===== config.mk =====
export PLATFORM = sky130hd
export DESIGN_NAME = vga_sync_decoder
export DESIGN_NICKNAME = d
export VERILOG_FILES = /design/src/rtl/vga_sync_decoder.sv
export SDC_FILE = /design/constraint.sdc
export NUM_CORES = 1
export LEC_CHECK = 0
export ABC_AREA = 1
export CORE_MARGIN = 8
export CORE_UTILIZATION = 63
export CTS_CLUSTER_SIZE = 28
export DETAILED_ROUTE_END_ITERATION = 10
export GPL_TIMING_DRIVEN = 1
export PLACE_DENSITY = 0.85
export SLEW_MARGIN = 0
export SYNTH_ARGS = -nofsm -noshare
export SYNTH_HDL_FRONTEND = slang
export SYNTH_SLANG_ARGS = --single-unit

===== constraint.sdc =====
create_clock -name clk -period 4.5 [get_ports clk]
set_clock_uncertainty 0.05 [all_clocks]
set_input_delay 0.9 -clock clk [delete_from_list [all_inputs] [get_ports clk]]
set_output_delay 0.9 -clock clk [all_outputs]
set_load 0.005 [all_outputs]

===== src/rtl/vga_sync_decoder.sv =====
// VGA sync decoder: checks an incoming hsync/vsync pair against a fixed timing,
// locks after LOCK_FRAMES conforming frames, then recovers pixel coordinates.
module vga_sync_decoder #(
    parameter int H_VIS       = 640,
    parameter int H_FRONT     = 16,
    parameter int H_SYNC      = 96,
    parameter int H_BACK      = 48,
    parameter int V_VIS       = 480,
    parameter int V_FRONT     = 10,
    parameter int V_SYNC      = 2,
    parameter int V_BACK      = 33,
    parameter int LOCK_FRAMES = 2
) (
    input  logic       clk,
    input  logic       rst,
    input  logic       hsync_in,
    input  logic       vsync_in,
    output logic [9:0] x_pos,
    output logic [9:0] y_pos,
    output logic       active,
    output logic       locked,
    output logic       frame_start,
    output logic       timing_err
);

    localparam logic [10:0] H_LAST    = 11'(H_VIS + H_FRONT + H_SYNC + H_BACK - 1);
    localparam logic [10:0] V_LAST    = 11'(V_VIS + V_FRONT + V_SYNC + V_BACK - 1);
    localparam logic [10:0] H_SYNC_W  = 11'(H_SYNC);
    localparam logic [10:0] V_SYNC_W  = 11'(V_SYNC);
    localparam logic [10:0] X_FIRST   = 11'(H_SYNC + H_BACK);
    localparam logic [10:0] X_LAST    = 11'(H_SYNC + H_BACK + H_VIS - 1);
    localparam logic [10:0] Y_FIRST   = 11'(V_SYNC + V_BACK);
    localparam logic [10:0] Y_LAST    = 11'(V_SYNC + V_BACK + V_VIS - 1);
    localparam logic [2:0]  LOCK_LAST = 3'(LOCK_FRAMES - 1);

    typedef enum logic [1:0] {SEARCH, CHECK, LOCKED} state_t;

    state_t      state;
    logic        hs_s, vs_s, hs_p, vs_p;
    logic [10:0] h_cnt, v_cnt, vl_cnt;
    logic        v_pend;
    logic [2:0]  good;
    logic        bad, err;

    logic        h_fall, h_rise, v_fall, v_rise, viol, pend_next, in_win;
    logic [10:0] h_next, v_next, vl_next;

    // Input sample plus one-sample history for edge detection
    always_ff @(posedge clk or posedge rst) begin
        if (rst) begin
            hs_s <= 1'b1;
            vs_s <= 1'b1;
            hs_p <= 1'b1;
            vs_p <= 1'b1;
        end else begin
            hs_s <= hsync_in;
            vs_s <= vsync_in;
            hs_p <= hs_s;
            vs_p <= vs_s;
        end
    end

    always_comb begin
        h_fall    = hs_p & ~hs_s;
        h_rise    = ~hs_p & hs_s;
        v_fall    = vs_p & ~vs_s;
        v_rise    = ~vs_p & vs_s;
        h_next    = h_fall ? '0 : ((h_cnt == '1) ? h_cnt : h_cnt + 11'd1);
        v_next    = v_cnt;
        pend_next = v_pend;
        // A vsync fall waits for the next hsync fall (or the same sample) to zero v
        if (h_fall && (v_fall || v_pend)) begin
            v_next    = '0;
            pend_next = 1'b0;
        end else if (h_fall) begin
            v_next = (v_cnt == '1) ? v_cnt : v_cnt + 11'd1;
        end else if (v_fall) begin
            pend_next = 1'b1;
        end
        vl_next = vl_cnt;
        if (v_fall)
            vl_next = {10'd0, h_fall};
        else if (!vs_s && h_fall && vl_cnt != '1)
            vl_next = vl_cnt + 11'd1;
        // Frame length uses v_cnt before the reset to 0 on a coincident edge
        viol = (h_fall && h_cnt != H_LAST) ||
               (!h_fall && h_cnt == H_LAST) ||
               (h_rise && h_next != H_SYNC_W) ||
               (v_fall && v_cnt != V_LAST) ||
               (v_rise && vl_cnt != V_SYNC_W);
    end

    always_ff @(posedge clk or posedge rst) begin
        if (rst) begin
            h_cnt  <= '0;
            v_cnt  <= '0;
            vl_cnt <= '0;
            v_pend <= 1'b0;
        end else begin
            h_cnt  <= h_next;
            v_cnt  <= v_next;
            vl_cnt <= vl_next;
            v_pend <= pend_next;
        end
    end

    always_ff @(posedge clk or posedge rst) begin
        if (rst) begin
            state <= SEARCH;
            good  <= '0;
            bad   <= 1'b0;
            err   <= 1'b0;
        end else begin
            err <= 1'b0;
            case (state)
                SEARCH: begin
                    good <= '0;
                    bad  <= 1'b0;
                    if (v_fall) state <= CHECK;
                end
                CHECK: begin
                    if (viol) err <= 1'b1;
                    if (v_fall) begin
                        bad <= 1'b0;
                        if (viol || bad) begin
                            good <= '0;
                        end else begin
                            good <= good + 3'd1;
                            if (good == LOCK_LAST) state <= LOCKED;
                        end
                    end else if (viol) begin
                        bad  <= 1'b1;
                        good <= '0;
                    end
                end
                LOCKED: begin
                    if (viol) begin
                        err   <= 1'b1;
                        state <= SEARCH;
                    end
                end
                default: state <= SEARCH;
            endcase
        end
    end

    always_comb begin
        in_win = (state == LOCKED) &&
                 (h_cnt >= X_FIRST) && (h_cnt <= X_LAST) &&
                 (v_cnt >= Y_FIRST) && (v_cnt <= Y_LAST);
    end

    always_ff @(posedge clk or posedge rst) begin
        if (rst) begin
            x_pos       <= '0;
            y_pos       <= '0;
            active      <= 1'b0;
            locked      <= 1'b0;
            frame_start <= 1'b0;
            timing_err  <= 1'b0;
        end else begin
            x_pos       <= in_win ? 10'(h_cnt - X_FIRST) : '0;
            y_pos       <= in_win ? 10'(v_cnt - Y_FIRST) : '0;
            active      <= in_win;
            locked      <= (state == LOCKED);
            frame_start <= (state == LOCKED) && (h_cnt == '0) && (v_cnt == '0);
            timing_err  <= err;
        end
    end

endmodule


==> flow_summary.yaml <==
outcome:
  status: "completed"
layout:
  num-nets-final: 495
  drive_gt1_share_pct: 10.83
  fin_area_um2: 4209
  fillers: 450
  synthToLayoutAreaGrowth_pct: 14.07
  final_cells: 555
  antenna_cells: 0
global_routing:
  grt_max_degree: 36
  antenna_found_initial: 0
  grt_use_met3_pct: 4.450
  use_met2_pct: 29.80
  grt.overflow.total: 0
  use_met1_pct: 24.15
  grtUsageTotal_pct: 18.88
  grt_pass1_vias: 2915
  busiest_layer: "met2"
  grt_first_pass_wirelength_um: 13170
timing:
  fmax_mhz: 410.2
  grt_setup_unrepaired: "no"
  setup_violations: 0
  worst_slew_pin_slew_ps: 678.9
  fin_setup_tns_ps: 0
  period_needed_ps: 2438
  hold_violations: 0
  fin_crit_sh_pct: 54.18
  final_max_slew_viol_count: 0
  maxSlewHeadroom_pct: 54.68
synth:
  ys_seq_area_share_pct: 46.93
  synthFlopType: "dfrtp_1"
  async_reset_ff_share_pct: 100.0
  synth_seq_cells: 69
  synth_area_per_cell_um2: 8.348
  ys_types: 43
  syn_inst: 442
  syn_area_um2: 3690
  ys_warn_count: 0
  synth_edf_count: 0
  syn-num-nets: 462
critical_path:
  arrival_ps: 2610
  crit_path_end_kind: "register"
  start_kind: "register"
  crit_type: "register to register"
  critical_path_peak_fanout: 14
  required_ps: 4670
place:
  postPlaceCellArea_um2: 4028
  detailed_place_hpwl_um: 5664
  dp.cells: 539
  port_buffers: 27
  gp_congestion: 0.9032
hold_path:
  min_path_type: "register to register"
clock_network:
  insertion_delay_ps: 340
  cts.path.max_buffers: 2
  numCtsBuffers: 9
  cts_root_buffer: "clkbuf_8"
  h-tree-depth: 3
  cts_resized: 0
  cts_tree: "yes"
  post-cts-setup-buffers: 0
  clkTransAtPathRegs_ps: 60
  clock-sinks: 69
  postCtsHoldBufs: 0
power:
  p_per_area_nw_per_um2: 364.7
  peakVddDrop_mv: 0.3589
  finalPower_mw: 1.535
  p_leak_nw: 2.103
detailed_routing:
  drt_iter0_drc: 184
  drcViolationCount: 0
  wire_per_inst_um: 13.67
  firstDrtPassIters: 5
  vias: 3082
  via_per_inst: 5.553
  wl_um: 7589
  ant_nets: 0
run:
  cap_viol_max_count: 0
floorplanning:
  die_area_um2: 8562
  core_area_um2: 5781
  start_util_pct: 63.83
  die_x_um: 92.53
  io_pins: 28
  die_y_um: 92.53
  rows: 28
[layout by cell type, fill, tap and decap left out, drive strengths merged, types with 13 or more instances in the layout]
| cell | n |
|---|---|
| a21oi | 23 |
| clkbuf | 15 |
| clkdlybuf4s50 | 27 |
| dfrtp | 65 |
| ha | 16 |
| inv | 71 |
| nand2 | 82 |
| nand3 | 40 |
| nor2 | 60 |
| nor3 | 13 |
| o21ai | 20 |
[cells by family (layout without fill, tap and decap cells)]
kind of cell	count (synthesis)	in the layout	synth area share, %
xor+xnor	13	13	3.086
compound gates	56	56	8.953
buf+inv	78	116	8.240
fa+ha+maj	16	16	5.426
flops	69	69	46.93
simple gates	210	210	27.37
[critical path, cell delays in order (launching register included)]
cell and delay [ps]:
dfstp_2 510, inv_1 60, nor2_4 210, inv_2 180
a21oi_4 210, inv_1 160, nand2_1 110, or2_1 100
nand2_1 100, nor3_2 230, nand3_1 140, o21ai_0 190
a21oi_1 60
[Yosys cell counts, types with 2 or more instances]
| cell | instances | area share, % |
|---|---|---|
| nand3_1 | 33 | 4.5 |
| xor2_1 | 11 | 2.6 |
| buf_2 | 2 | 0.27 |
| ha_1 | 16 | 5.4 |
| nor2_2 | 4 | 0.68 |
| nor2_1 | 52 | 5.3 |
| o21ai_0 | 18 | 2.4 |
| a21oi_1 | 21 | 2.8 |
| xnor2_1 | 2 | 0.47 |
| o21a_1 | 3 | 0.61 |
| a31oi_1 | 3 | 0.51 |
| nor4_1 | 2 | 0.34 |
| dfrtp_1 | 65 | 44 |
| nand2_2 | 6 | 1.0 |
| clkbuf_1 | 2 | 0.20 |
| inv_2 | 5 | 0.51 |
| or2_2 | 2 | 0.34 |
| nor3_1 | 12 | 1.6 |
| nand3_2 | 6 | 1.6 |
| dfstp_2 | 4 | 2.8 |
| inv_1 | 66 | 6.7 |
| o21ai_1 | 2 | 0.27 |
| nor2_4 | 4 | 1.2 |
| nand4_1 | 8 | 1.4 |
| nand2_1 | 75 | 7.6 |
[sequential cells by signal, summed over array words and instances (netlist names), 2 cells and up]
signal,count
x_pos,10
vl_cnt,11
v_cnt,11
state,2
good,3
y_pos,10
h_cnt,11
[cell type report]
class                      instances  area, µm²  area share, %
sequential                        69       1732          41.14
tap                               75      93.84          2.229
inverter                          72      270.3          6.421
multi-input combinational        295       1654          39.30
timing repair buffer              28      277.8          6.599
clock buffer                      15      176.4          4.191
clock inverter                     1      5.005         0.1189
[path summary, 6_finish.rpt]
check | from | endpoint | slack, ps | depth (start not counted)
min in group asynchronous | rst | h_cnt[6] | 930 | 2
max reg2reg | vs_p | v_cnt[9] | 2060 | 12
min | err | timing_err | 300 | 0
max in group asynchronous | rst | vs_p | 2550 | 3
min reg2reg | err | timing_err | 300 | 0
max | vs_p | v_cnt[9] | 2060 | 12
[metrics by stage]
stage               hold slack (ps)  setup WS, ps  util (%)
global placement              285.5          2141     69.68
floorplan                     281.2          1817         -
finish                        300.4          2062     72.81
detailed placement            287.9          2090     69.68
global route                  319.3          1792     72.81
CTS                           301.8          2088     72.81
[routing by layer]
metal  wire [µm]  up-vias
met2        3586      112
met5           0        -
li1            -     1487
met1        3401     1473
met4         127        0
met3         474       10
[report_power, final]
| part | switching [mW] | leakage, nW | internal [mW] |
|---|---|---|---|
| clock | 0.210 | 0.0937 | 0.245 |
| combinational | 0.226 | 1.08 | 0.127 |
| sequential | 0.0518 | 0.930 | 0.675 |
(Power assumes the default switching activity.)
